`src/rtl/serial_rx_sipo.sv`:
```
// Receiving end of the single-wire framed serial link: start 0, WIDTH data bits LSB first, stop 1.
// Good words are presented on dout with a valid/ack handshake; framing errors and overruns are flagged.
module serial_rx_sipo #(
  parameter int WIDTH = 8
) (
  input  logic             clk,
  input  logic             rst,
  input  logic             sin,
  input  logic             ack,
  output logic [WIDTH-1:0] dout,
  output logic             valid,
  output logic             frame_err,
  output logic             overrun,
  output logic             busy
);

  typedef enum logic [1:0] {
    IDLE = 2'd0,
    DATA = 2'd1,
    STOP = 2'd2
  } state_e;

  localparam int CW = $clog2(WIDTH);
  localparam logic [CW-1:0] LAST_BIT = CW'(WIDTH - 1);

  state_e           state_q, state_d;
  logic [CW-1:0]    cnt_q, cnt_d;
  logic [WIDTH-1:0] shift_q, shift_d;
  logic [WIDTH-1:0] dout_q, dout_d;
  logic             valid_q, valid_d;
  logic             frame_err_q, frame_err_d;
  logic             overrun_q, overrun_d;

  always_ff @(posedge clk or posedge rst) begin
    if (rst) begin
      state_q     <= IDLE;
      cnt_q       <= '0;
      shift_q     <= '0;
      dout_q      <= '0;
      valid_q     <= 1'b0;
      frame_err_q <= 1'b0;
      overrun_q   <= 1'b0;
    end else begin
      state_q     <= state_d;
      cnt_q       <= cnt_d;
      shift_q     <= shift_d;
      dout_q      <= dout_d;
      valid_q     <= valid_d;
      frame_err_q <= frame_err_d;
      overrun_q   <= overrun_d;
    end
  end

  // Frame sequencing: the start bit is consumed in IDLE, so DATA sees exactly WIDTH edges.
  always_comb begin
    state_d = state_q;
    cnt_d   = cnt_q;
    shift_d = shift_q;
    case (state_q)
      IDLE: begin
        if (!sin) begin
          state_d = DATA;
          cnt_d   = '0;
        end
      end
      DATA: begin
        shift_d[cnt_q] = sin;
        cnt_d          = cnt_q + CW'(1);
        if (cnt_q == LAST_BIT) begin
          state_d = STOP;
        end
      end
      STOP: begin
        state_d = IDLE;
      end
      default: begin
        state_d = IDLE;
      end
    endcase
  end

  // A load on the stop edge overrides an ack clear on the same edge, keeping valid high with new data.
  always_comb begin
    dout_d      = dout_q;
    valid_d     = valid_q;
    overrun_d   = overrun_q;
    frame_err_d = 1'b0;
    if (ack) begin
      valid_d = 1'b0;
    end
    if (state_q == STOP) begin
      if (sin) begin
        if (!valid_q || ack) begin
          dout_d  = shift_q;
          valid_d = 1'b1;
        end else begin
          overrun_d = 1'b1;
        end
      end else begin
        frame_err_d = 1'b1;
      end
    end
  end

  assign busy      = (state_q == DATA) || (state_q == STOP);
  assign dout      = dout_q;
  assign valid     = valid_q;
  assign frame_err = frame_err_q;
  assign overrun   = overrun_q;

endmodule

```
`config.mk`:
```
export PLATFORM = sky130hd
export DESIGN_NAME = serial_rx_sipo
export DESIGN_NICKNAME = d
export VERILOG_FILES = /design/src/rtl/serial_rx_sipo.sv
export SDC_FILE = /design/constraint.sdc
export NUM_CORES = 1
export LEC_CHECK = 0
export ABC_CLOCK_PERIOD_IN_PS = 1800
export CAP_MARGIN = 25
export CORE_MARGIN = 2
export CORE_UTILIZATION = 56
export CTS_BUF_LIST = sky130_fd_sc_hd__clkbuf_4 sky130_fd_sc_hd__clkbuf_8
export DETAILED_ROUTE_END_ITERATION = 12
export PLACE_DENSITY = 0.82
export SLEW_MARGIN = 5
export SYNTH_ARGS = -nofsm -noshare
export SYNTH_HDL_FRONTEND = slang
export SYNTH_SLANG_ARGS = --single-unit
```
`constraint.sdc`:
```
create_clock -name clk -period 1.8 [get_ports clk]
set_clock_uncertainty 0.1 [all_clocks]
set_input_delay 0.18 -clock clk [delete_from_list [all_inputs] [get_ports clk]]
set_output_delay 0.18 -clock clk [all_outputs]
set_load 0.02 [all_outputs]
```
==> reports/metrics.yaml, run 1 <==
floorplanning:
  start_util_pct: 60.23
  die_w_um: 50.17
  placementRows: 16
  die-area_um2: 2517
  fp.dieH_um: 50.17
  design.core.area_um2: 1982
  io-pin-count: 16
route:
  drc: 0
  antenna_left: 0
  vias_per_cell: 5.178
  drt-pass1-iter-count: 2
  wl_mm: 1.745
  drt-initial-drc-count: 6
  wire_per_inst_um: 13.53
  vias: 668
setup_path:
  slowest_delay_ns: 0.41
  critPathBufInv: 2
  worstPathRequired_ns: 1.52
  cp-start-kind: "register"
  cp_slowest_cell: "dfrtp_1"
  crit_arrival_ns: 1.42
  path_delay_family: "buffers and inverters"
  critPathMaxFanout: 3
  crit_chain: "inv_1 -> ha_1 -> dlygate4sd2_1"
  critical_path_class: "reg -> out"
  cp-end-kind: "output port"
run:
  maxCapViolations: 0
status:
  status: "completed"
global_routing:
  grtUsageTotal_pct: 16.91
  grt_max_degree: 25
  grt_pass1_wl_mm: 3.111
  grt_pass1_vias: 656
  globalRoute.totalOverflow: 0
  antenna_found_initial: 0
synthesis:
  syn_area_um2: 1194
  netlist.area_leader.share_pct: 50.31
  synth-edff-count: 0
  ys_types: 30
  synthMuxAreaShare_pct: 19.50
  yosys.area_share.simple_pct: 13.10
  ys_ff_latch: 24
  synth_area_leaders: "dfrtp_1 (50%), mux2_4 (14%), ha_1 (6.3%)"
  avgSynthCellArea_um2: 14.56
  synth_fp_nets: 92
  ys.flop_type: "dfrtp_1"
  yosysWarnings: 0
  synthArstFlopShare_pct: 100.0
  synthAdderAreaFrac_pct: 6.289
  yosys.area.top_type: "dfrtp_1"
  synth_top_family_by_area: "multiplexers"
  syn_inst: 82
  synth_compound_area_share_pct: 5.241
  yosysMostFrequentCell: "dfrtp_1"
  synth_xor_area_share_pct: 0
  yosysSeqAreaShare_pct: 50.31
  yosys-top-cells-count: "dfrtp_1 (24), mux2_4 (11), ha_1 (6)"
clock_network:
  clkLatencyLatePin_ns: 0.31
  cts.sinks: 24
  clk_pin_slew_ns: 0.13
  clockRootBuffer: "clkbuf_4"
  cts_buffers: 3
  clock_path_buffers: 2
  cts_hold_buf: 0
  htreeDepth: 1
  cts_tree: "done"
power:
  power.total_uw: 2232
  power.share.clock_pct: 12.6
  sequentialPowerShare_pct: 39.3
  p_leak_uw: 0.0006586
  switchingPower_uw: 771.6
  p_sw_share_pct: 34.57
  ir_drop_mv: 1.003
  power.internal_uw: 1461
  power_frac_comb_pct: 48.1
  p_per_area_nw_per_um2: 1591
sta:
  tightest_slew_ns: 0.3388
  fin_crit_sh_pct: 94.66
  setup_tns_ns: 0
  rsz0062_at_grt: "no"
  final.min_clock_period_ns: 1.704
  slew_headroom_pct: 77.17
  hold_viol: 0
  slew_violations: 0
  setup_viol: 0
  fmax_mhz: 586.9
place:
  dpl.hpwl_mm: 1.343
  port_buffers: 15
  gp_congestion: 0.7130
final_layout:
  drive_gt1_share_pct: 34.31
  n_antenna_cell: 0
  syn_to_final_growth_pct: 17.51
  fin_nets: 113
hold_path:
  min_path_type: "in -> async"
## state kept, by name (all words and copies together), names as in the netlist
signal,count
dout,8
overrun,1
cnt_q,3
valid,1
shift_q,8
state_q,2
frame_err,1
## per-layer routing
metal,track usage [%],vias to the layer above,share of wire [%]
met5,0,-,0
met4,8.333,0,1.4
met3,2.679,4,2.4
met2,25.66,8,49
met1,23.56,327,47
li1,-,329,-
## worst paths after layout
kind,startpoint,end,slack [ns],cells past startpoint
worst max-delay path,state_q[0],busy,0.1,3
worst min-delay path,rst,dout[5],0.09,3
worst max register to register,state_q[0],dout[7],0.14,5
worst min register to register,overrun,overrun,0.40,1
max in group asynchronous,rst,dout[1],1.28,3
min in group clk,sin,valid,0.40,3
## layout make-up
cell class	count	area, um^2
Timing Repair Buffer	21	193.9
Multi-Input combinational cell	50	526.8
Sequential cell	24	600.6
Inverter	3	11.26
Fill cell	134	579.3
Clock buffer	4	36.28
Tap cell	27	33.78
## layout by cell type (no fill, tap or decap), types with 3 or more instances in the layout
| cell | n |
|---|---|
| dfrtp_1 | 24 |
| clkdlybuf4s50_1 | 14 |
| mux2_4 | 11 |
| ha_1 | 6 |
| buf_4 | 6 |
| mux2_1 | 3 |
| mux2_2 | 3 |
| inv_1 | 3 |
| nand2_1 | 3 |
| clkbuf_4 | 3 |
## kinds of logic (layout without fill, tap and decap cells)
group           after synthesis  count (layout)
compound gates                8               8
fa+ha+maj                     6               6
flops                        24              24
buf+inv                       8              28
mux                          17              17
simple gates                 19              19
## power by group through the flow
stage | combinational, uW | sequential [uW] | clock [uW]
finish | 1070 | 878 | 280
global route | 1170 | 909 | 315
CTS | 1090 | 882 | 291
detailed placement | 1100 | 894 | 0
global placement | 1060 | 880 | 0
floorplan | 674 | 984 | 0
## worst register-to-register path: stages, from the launching register on
cell     delay (ns)
dfrtp_1        0.43
inv_1          0.13
ha_1           0.19
nand2_2        0.09
nor2b_4        0.30
mux2_4         0.33
## per-stage QoR
stage | cell area [um^2] | hold slack [ns] | util [%] | worst slack (ns) | std cells
2_1_floorplan | 1194 | 0.09462 | - | 0.2444 | 82
3_3_place_gp | 1368 | 0.3648 | 69.00 | 0.1724 | 125
3_5_place_dp | 1368 | 0.3696 | 69.00 | 0.1271 | 125
4_1_cts | 1403 | 0.09817 | 70.77 | 0.06938 | 129
5_1_grt | 1403 | 0.1177 | 70.77 | 0.01267 | 129
6_report | 1403 | 0.09075 | 70.77 | 0.09618 | 129
## repair_timing
item / in CTS / in global routing
endpoints found under the hold margin: 0 / 0
setup buffers: 0 / 0
endpoints found under the setup margin: 1 / 0
resized for setup: 1 / 0
(Power assumes the default switching activity.)
==> run 2: changes to the inputs <==
--- a/config.mk
+++ b/config.mk
@@ -11,6 +11,7 @@
 export CORE_UTILIZATION = 56
 export CTS_BUF_LIST = sky130_fd_sc_hd__clkbuf_4 sky130_fd_sc_hd__clkbuf_8
 export DETAILED_ROUTE_END_ITERATION = 12
+export MAX_ROUTING_LAYER = met4
 export PLACE_DENSITY = 0.82
 export SLEW_MARGIN = 5
 export SYNTH_ARGS = -nofsm -noshare
==> run 2 against run 1 <==
Net effect: utilization did not move; largest power group unchanged; critical path depth unchanged; critical endpoint unchanged; cell count unchanged; maximum frequency hardly changed; combinational power hardly changed; first-iteration DRC count unchanged; die area unchanged; clock power about the same.
==> reports/metrics.yaml, run 2 (synthesized netlist as in run 1, its figures left out) <==
place:
  dpl.hpwl_mm: 1.343  # unchanged
  place_ws_ns: 0.1271  # unchanged
  gp_congestion: 0.7211  # was 0.7130
  port_buffers: 15  # unchanged
setup_path:
  worstPathRequired_ns: 1.52  # about the same
  timing.rr.end: "dout[7]"  # unchanged
  worstRegToRegCells: 5  # unchanged
  cp-endpoint: "busy"  # unchanged
  slowest_delay_ns: 0.41  # about the same
  cp-start-kind: "register"  # unchanged
  cp-startpoint: "state_q[0]"  # unchanged
  cp_slowest_cell: "dfrtp_1"  # unchanged
  critPathMaxFanout: 3  # unchanged
  cp-end-kind: "output port"  # unchanged
  crit_chain: "inv_1 -> ha_1 -> dlygate4sd2_1"  # unchanged
  r2r_setup_slack_ns: 0.14  # about the same
  r2r-start: "state_q[0]"  # unchanged
  critical_path_class: "reg -> out"  # unchanged
  crit_arrival_ns: 1.42  # about the same
clock_network:
  cts_hold_buf: 0  # unchanged
  clk_pin_slew_ns: 0.13  # about the same
  clockRootBuffer: "clkbuf_4"  # unchanged
  cts_tree: "done"  # unchanged
  clock_path_buffers: 2  # unchanged
  cts-resized-gates: 1  # unchanged
  cts_buffers: 3  # unchanged
  clkLatencyLatePin_ns: 0.31  # about the same
  cts.sinks: 24  # unchanged
  cts_setup_buffers: 0  # unchanged
  htreeDepth: 1  # unchanged
global_routing:
  grtUsageTotal_pct: 17.38  # was 16.91%
  grt_max_degree: 25  # unchanged
  globalRoute.totalOverflow: 0  # unchanged
  grt_pass1_wl_mm: 3.111  # unchanged
  antenna_found_initial: 0  # unchanged
  grt_pass1_vias: 655  # was 656
status:
  status: "completed"  # unchanged
sta:
  slew_violations: 0  # unchanged
  setup_viol: 0  # unchanged
  rsz0062_at_grt: "no"  # unchanged
  tightest_slew_ns: 0.3390  # was 0.3388 ns
  fmax_mhz: 586.9  # about the same
  slew_headroom_pct: 77.16  # was 77.17%
  hold_viol: 0  # unchanged
  holdWs_ns: 0.09070  # was 0.09075 ns
  setup_tns_ns: 0  # unchanged
  final.min_clock_period_ns: 1.704  # about the same
  fin_ws_ns: 0.09599  # was 0.09618 ns
  fin_crit_sh_pct: 94.67  # was 94.66%
route:
  vias_per_cell: 5.178  # unchanged
  wl_mm: 1.746  # was 1.745 mm
  antenna_left: 0  # unchanged
  drt-initial-drc-count: 6  # unchanged
  wire_per_inst_um: 13.53  # about the same
  vias: 668  # unchanged
  drt-pass1-iter-count: 2  # unchanged
  drc: 0  # unchanged
power:
  power_frac_comb_pct: 48.1  # about the same
  sequentialPowerShare_pct: 39.3  # about the same
  p_sw_share_pct: 34.57  # about the same
  p_per_area_nw_per_um2: 1592  # was 1591 nW/um^2
  power.share.clock_pct: 12.6  # about the same
  power.internal_uw: 1461  # about the same
  ir_drop_mv: 1.003  # about the same
  switchingPower_uw: 771.7  # was 771.6 uW
  p_leak_uw: 0.0006586  # unchanged
floorplanning:
  io-pin-count: 16  # unchanged
  design.core.area_um2: 1982  # unchanged
  placementRows: 16  # unchanged
  die_w_um: 50.17  # unchanged
  start_util_pct: 60.23  # unchanged
  fp.dieH_um: 50.17  # unchanged
  die-area_um2: 2517  # unchanged
final_layout:
  fin_nets: 113  # unchanged
  syn_to_final_growth_pct: 17.51  # unchanged
  drive_gt1_share_pct: 34.31  # unchanged
  layout_commonest_cell: "dfrtp_1"  # unchanged
  n_antenna_cell: 0  # unchanged
  final_cell_mix: "dfrtp_1 (24), clkdlybuf4s50_1 (14), mux2_4 (11)"  # unchanged
hold_path:
  min_path_type: "in -> async"  # unchanged
run:
  maxCapViolations: 0  # unchanged
[run 2: layer usage]
metal	vias up	GRT usage, %	wire length, um
met2	8	25.66	852
li1	329	-	-
met4	0	8.333	28
met1	327	23.56	824
met5	-	-	0
met3	4	2.679	40
[run 2: per-stage QoR]
step | cells | utilization, % | instance area, um^2 | total power, uW
after CTS | 129 | 70.77 | 1403 | 2261
after floorplan | 82 | - | 1194 | 1659
after global routing | 129 | 70.77 | 1403 | 2393
after detailed placement | 125 | 69.00 | 1368 | 1996
after global placement | 125 | 69.00 | 1368 | 1944
final | 129 | 70.77 | 1403 | 2232
[run 2: worst min path at each step]
stage | to | cells past startpoint | from | slack [ns]
4_1_cts | dout[5] | 3 | rst | 0.1
6_report | dout[5] | 3 | rst | 0.09
3_5_place_dp | overrun | 1 | overrun | 0.37
3_3_place_gp | overrun | 1 | overrun | 0.36
2_1_floorplan | cnt_q[0] | 1 | rst | 0.09
5_1_grt | dout[5] | 3 | rst | 0.12
[run 2: worst max-delay path, delay by kind of cell, from the launching register on]
kind                       cells  cell delay [ns]
buffers and inverters          2             0.42
DFF                            1             0.41
adders and majority gates      1             0.29
[run 2: layout make-up]
class | instances | area [um^2]
inverter | 3 | 11.26
timing repair buffer | 21 | 193.9
sequential | 24 | 600.6
clock buffer | 4 | 36.28
tap | 27 | 33.78
multi-input combinational | 50 | 526.8
fill | 134 | 579.3
[run 2: power groups by stage]
stage               combinational (uW)  sequential (uW)  clock, uW
finish                            1070              878        280
global placement                  1060              880          0
floorplan                          674              984          0
detailed placement                1100              894          0
CTS                               1090              882        291
global route                      1170              909        315
==> run 3: changes to the inputs <==
--- a/config.mk
+++ b/config.mk
@@ -5,14 +5,14 @@
 export SDC_FILE = /design/constraint.sdc
 export NUM_CORES = 1
 export LEC_CHECK = 0
-export ABC_CLOCK_PERIOD_IN_PS = 1800
+export ABC_CLOCK_PERIOD_IN_PS = 2000
 export CAP_MARGIN = 25
 export CORE_MARGIN = 2
-export CORE_UTILIZATION = 56
+export CORE_UTILIZATION = 60
 export CTS_BUF_LIST = sky130_fd_sc_hd__clkbuf_4 sky130_fd_sc_hd__clkbuf_8
 export DETAILED_ROUTE_END_ITERATION = 12
 export MAX_ROUTING_LAYER = met4
-export PLACE_DENSITY = 0.82
+export PLACE_DENSITY = 0.87
 export SLEW_MARGIN = 5
 export SYNTH_ARGS = -nofsm -noshare
 export SYNTH_HDL_FRONTEND = slang
==> constraint.sdc (replaced) <==
create_clock -name clk -period 2 [get_ports clk]
set_clock_uncertainty 0.1 [all_clocks]
set_input_delay 0.2 -clock clk [delete_from_list [all_inputs] [get_ports clk]]
set_output_delay 0.2 -clock clk [all_outputs]
set_load 0.02 [all_outputs]
==> run 3 against run 2 <==
Net effect: sequential power down 8.8%; critical path depth up 2; die area down 6.2%; design area down 1.3%; first-iteration DRC count up 67%; non-clock buffer count down 3; worst setup slack better by 0.15 ns; clock power down 11%; cell count down 2.3%; count of clock-buffer cells in the layout unchanged; register-to-register slack better by 0.11 ns.
==> reports/metrics.yaml, run 3 (synthesized netlist as in run 1, its figures left out) <==
setup_path:
  r2r_setup_slack_ns: 0.25  # was 0.14 ns
  r2r-start: "state_q[1]"  # was state_q[0]
  slowest_delay_ns: 0.41  # about the same
  timing.rr.end: "shift_q[4]"  # was dout[7]
  cp-start-kind: "register"  # unchanged
  critPathMaxFanout: 10  # was 3
  cp_slowest_cell: "dfrtp_1"  # unchanged
  crit_chain: "inv_1 -> ha_1 -> nand2b_4 -> nor3b_2 -> mux2_4"  # was inv_1 -> ha_1 -> dlygate4sd2_1
  cp-end-kind: "register"  # was output port
  worstPathRequired_ns: 2.11  # was 1.52 ns
  crit_arrival_ns: 1.86  # was 1.42 ns
  critical_path_class: "reg -> reg"  # was reg -> out
  worstRegToRegCells: 5  # unchanged
final_layout:
  seqCellArea_um2: 600.6  # unchanged
  fin_nets: 110  # was 113
  stdcell_area_um2: 1384  # was 1403 um^2
  multiInputGateArea_um2: 526.8  # unchanged
  syn_to_final_growth_pct: 15.93  # was 17.51%
  n_antenna_cell: 0  # unchanged
  final_cell_mix: "dfrtp_1 (24), clkdlybuf4s50_1 (14), mux2_4 (11)"  # unchanged
  layout_commonest_cell: "dfrtp_1"  # unchanged
  drive_gt1_share_pct: 32.32  # was 34.31%
  layoutNonFillerInstCount: 126  # was 129
  fillCellCount: 142  # was 134
place:
  dpl.hpwl_mm: 1.262  # was 1.343 mm
  gp_congestion: 0.7563  # was 0.7211
  dp_cells: 122  # was 125
  placed_cell_area_um2: 1345  # was 1368 um^2
  port_buffers: 15  # unchanged
  place_ws_ns: 0.2558  # was 0.1271 ns
route:
  antenna_left: 0  # unchanged
  vias_per_cell: 5.357  # was 5.178
  drc: 0  # unchanged
  wire_per_inst_um: 13.90  # was 13.53 um
  drt-initial-drc-count: 10  # was 6
  drt-pass1-iter-count: 4  # was 2
  vias: 675  # was 668
  wl_mm: 1.752  # was 1.746 mm
hold_path:
  min_path_type: "in -> async"  # unchanged
clock_network:
  cts_setup_buffers: 0  # unchanged
  cts_tree: "done"  # unchanged
  clk_pin_slew_ns: 0.12  # was 0.13 ns
  clockRootBuffer: "clkbuf_4"  # unchanged
  htreeDepth: 1  # unchanged
  cts-resized-gates: 0  # was 1
  clock_path_buffers: 2  # unchanged
  cts_buffers: 3  # unchanged
  cts_hold_buf: 0  # unchanged
  cts.sinks: 24  # unchanged
  clkLatencyLatePin_ns: 0.31  # about the same
global_routing:
  grtUsageTotal_pct: 18.29  # was 17.38%
  grt_pass1_vias: 679  # was 655
  globalRoute.totalOverflow: 0  # unchanged
  antenna_found_initial: 0  # unchanged
  grt_pass1_wl_mm: 3.167  # was 3.111 mm
  grt_max_degree: 25  # unchanged
floorplanning:
  placementRows: 16  # unchanged
  die-area_um2: 2362  # was 2517 um^2
  start_util_pct: 62.11  # was 60.23%
  design.core.area_um2: 1922  # was 1982 um^2
  die_w_um: 48.60  # was 50.17 um
  fp.dieH_um: 48.60  # was 50.17 um
  io-pin-count: 16  # unchanged
sta:
  fmax_mhz: 570.5
  final.min_clock_period_ns: 1.753
  rsz0062_at_grt: "no"  # unchanged
  setup_viol: 0  # unchanged
  slew_violations: 0  # unchanged
  fin_ws_ns: 0.2470  # was 0.09599 ns
  fin_crit_sh_pct: 87.65
  setup_tns_ns: 0  # unchanged
  tightest_slew_ns: 0.3529  # was 0.3390 ns
  hold_viol: 0  # unchanged
  slew_headroom_pct: 76.23  # was 77.16%
power:
  p_leak_uw: 0.0006516  # was 0.0006586 uW
  ir_drop_mv: 1.022  # was 1.003 mV
  power.total_uw: 1992  # was 2232 uW
  p_per_area_nw_per_um2: 1439  # was 1592 nW/um^2
run:
  maxCapViolations: 0  # unchanged
status:
  status: "completed"  # unchanged
==> run 3: cell count changes in the layout (fill, tap and decap cells not counted), sizes merged <==
cell          delta
buf              -3
dlymetal6s2s     +1
dlygate4sd2      -1
==> run 3: worst max path at each step <==
stage / start / end / slack (ns) / cells after the start
after floorplan: cnt_q[0] / state_q[1] / 0.44 / 5
after global placement: ack / dout[0] / 0.30 / 4
after detailed placement: state_q[1] / shift_q[4] / 0.26 / 5
after CTS: state_q[0] / busy / 0.009 / 3
after global routing: state_q[1] / shift_q[2] / 0.15 / 5
final: state_q[1] / shift_q[4] / 0.25 / 5
==> run 3: layout make-up <==
cell class                      instances  area share, %
Clock buffer                            4          2.622
Inverter                                3         0.8137
Multi-Input combinational cell         50          38.07
Sequential cell                        24          43.40
Tap cell                               27          2.441
Timing Repair Buffer                   18          12.66
==> run 3: power breakdown <==
group / switching (uW) / total [uW] / leakage [uW] / internal, uW
sequential: 129 / 801 / 0.000304 / 672
combinational: 425 / 941 / 0.000327 / 516
clock: 139 / 250 / 0.0000210 / 111
==> run 3: through the flow <==
stage | hold WS [ns] | util [%]
after floorplan | 0.1146 | -
after global placement | 0.3588 | 69.99
after detailed placement | 0.3657 | 69.99
after CTS | 0.1298 | 71.88
after global routing | 0.1494 | 72.01
final | 0.1132 | 72.01
==> run 3: layer usage <==
metal	vias to the layer above	GRT usage (%)	wire length, um
li1	319	-	-
met3	4	3.395	64
met5	-	-	0
met4	0	9.048	44
met2	14	27.63	833
met1	338	23.86	810
==> run 3: worst max-delay path: cells and delay by family, from the launching register on <==
| family | cells | cell delay (ns) |
|---|---|---|
| muxes | 1 | 0.31 |
| buffers and inverters | 1 | 0.11 |
| DFF | 1 | 0.41 |
| and+or+nand+nor | 2 | 0.34 |
| adders and majority gates | 1 | 0.38 |
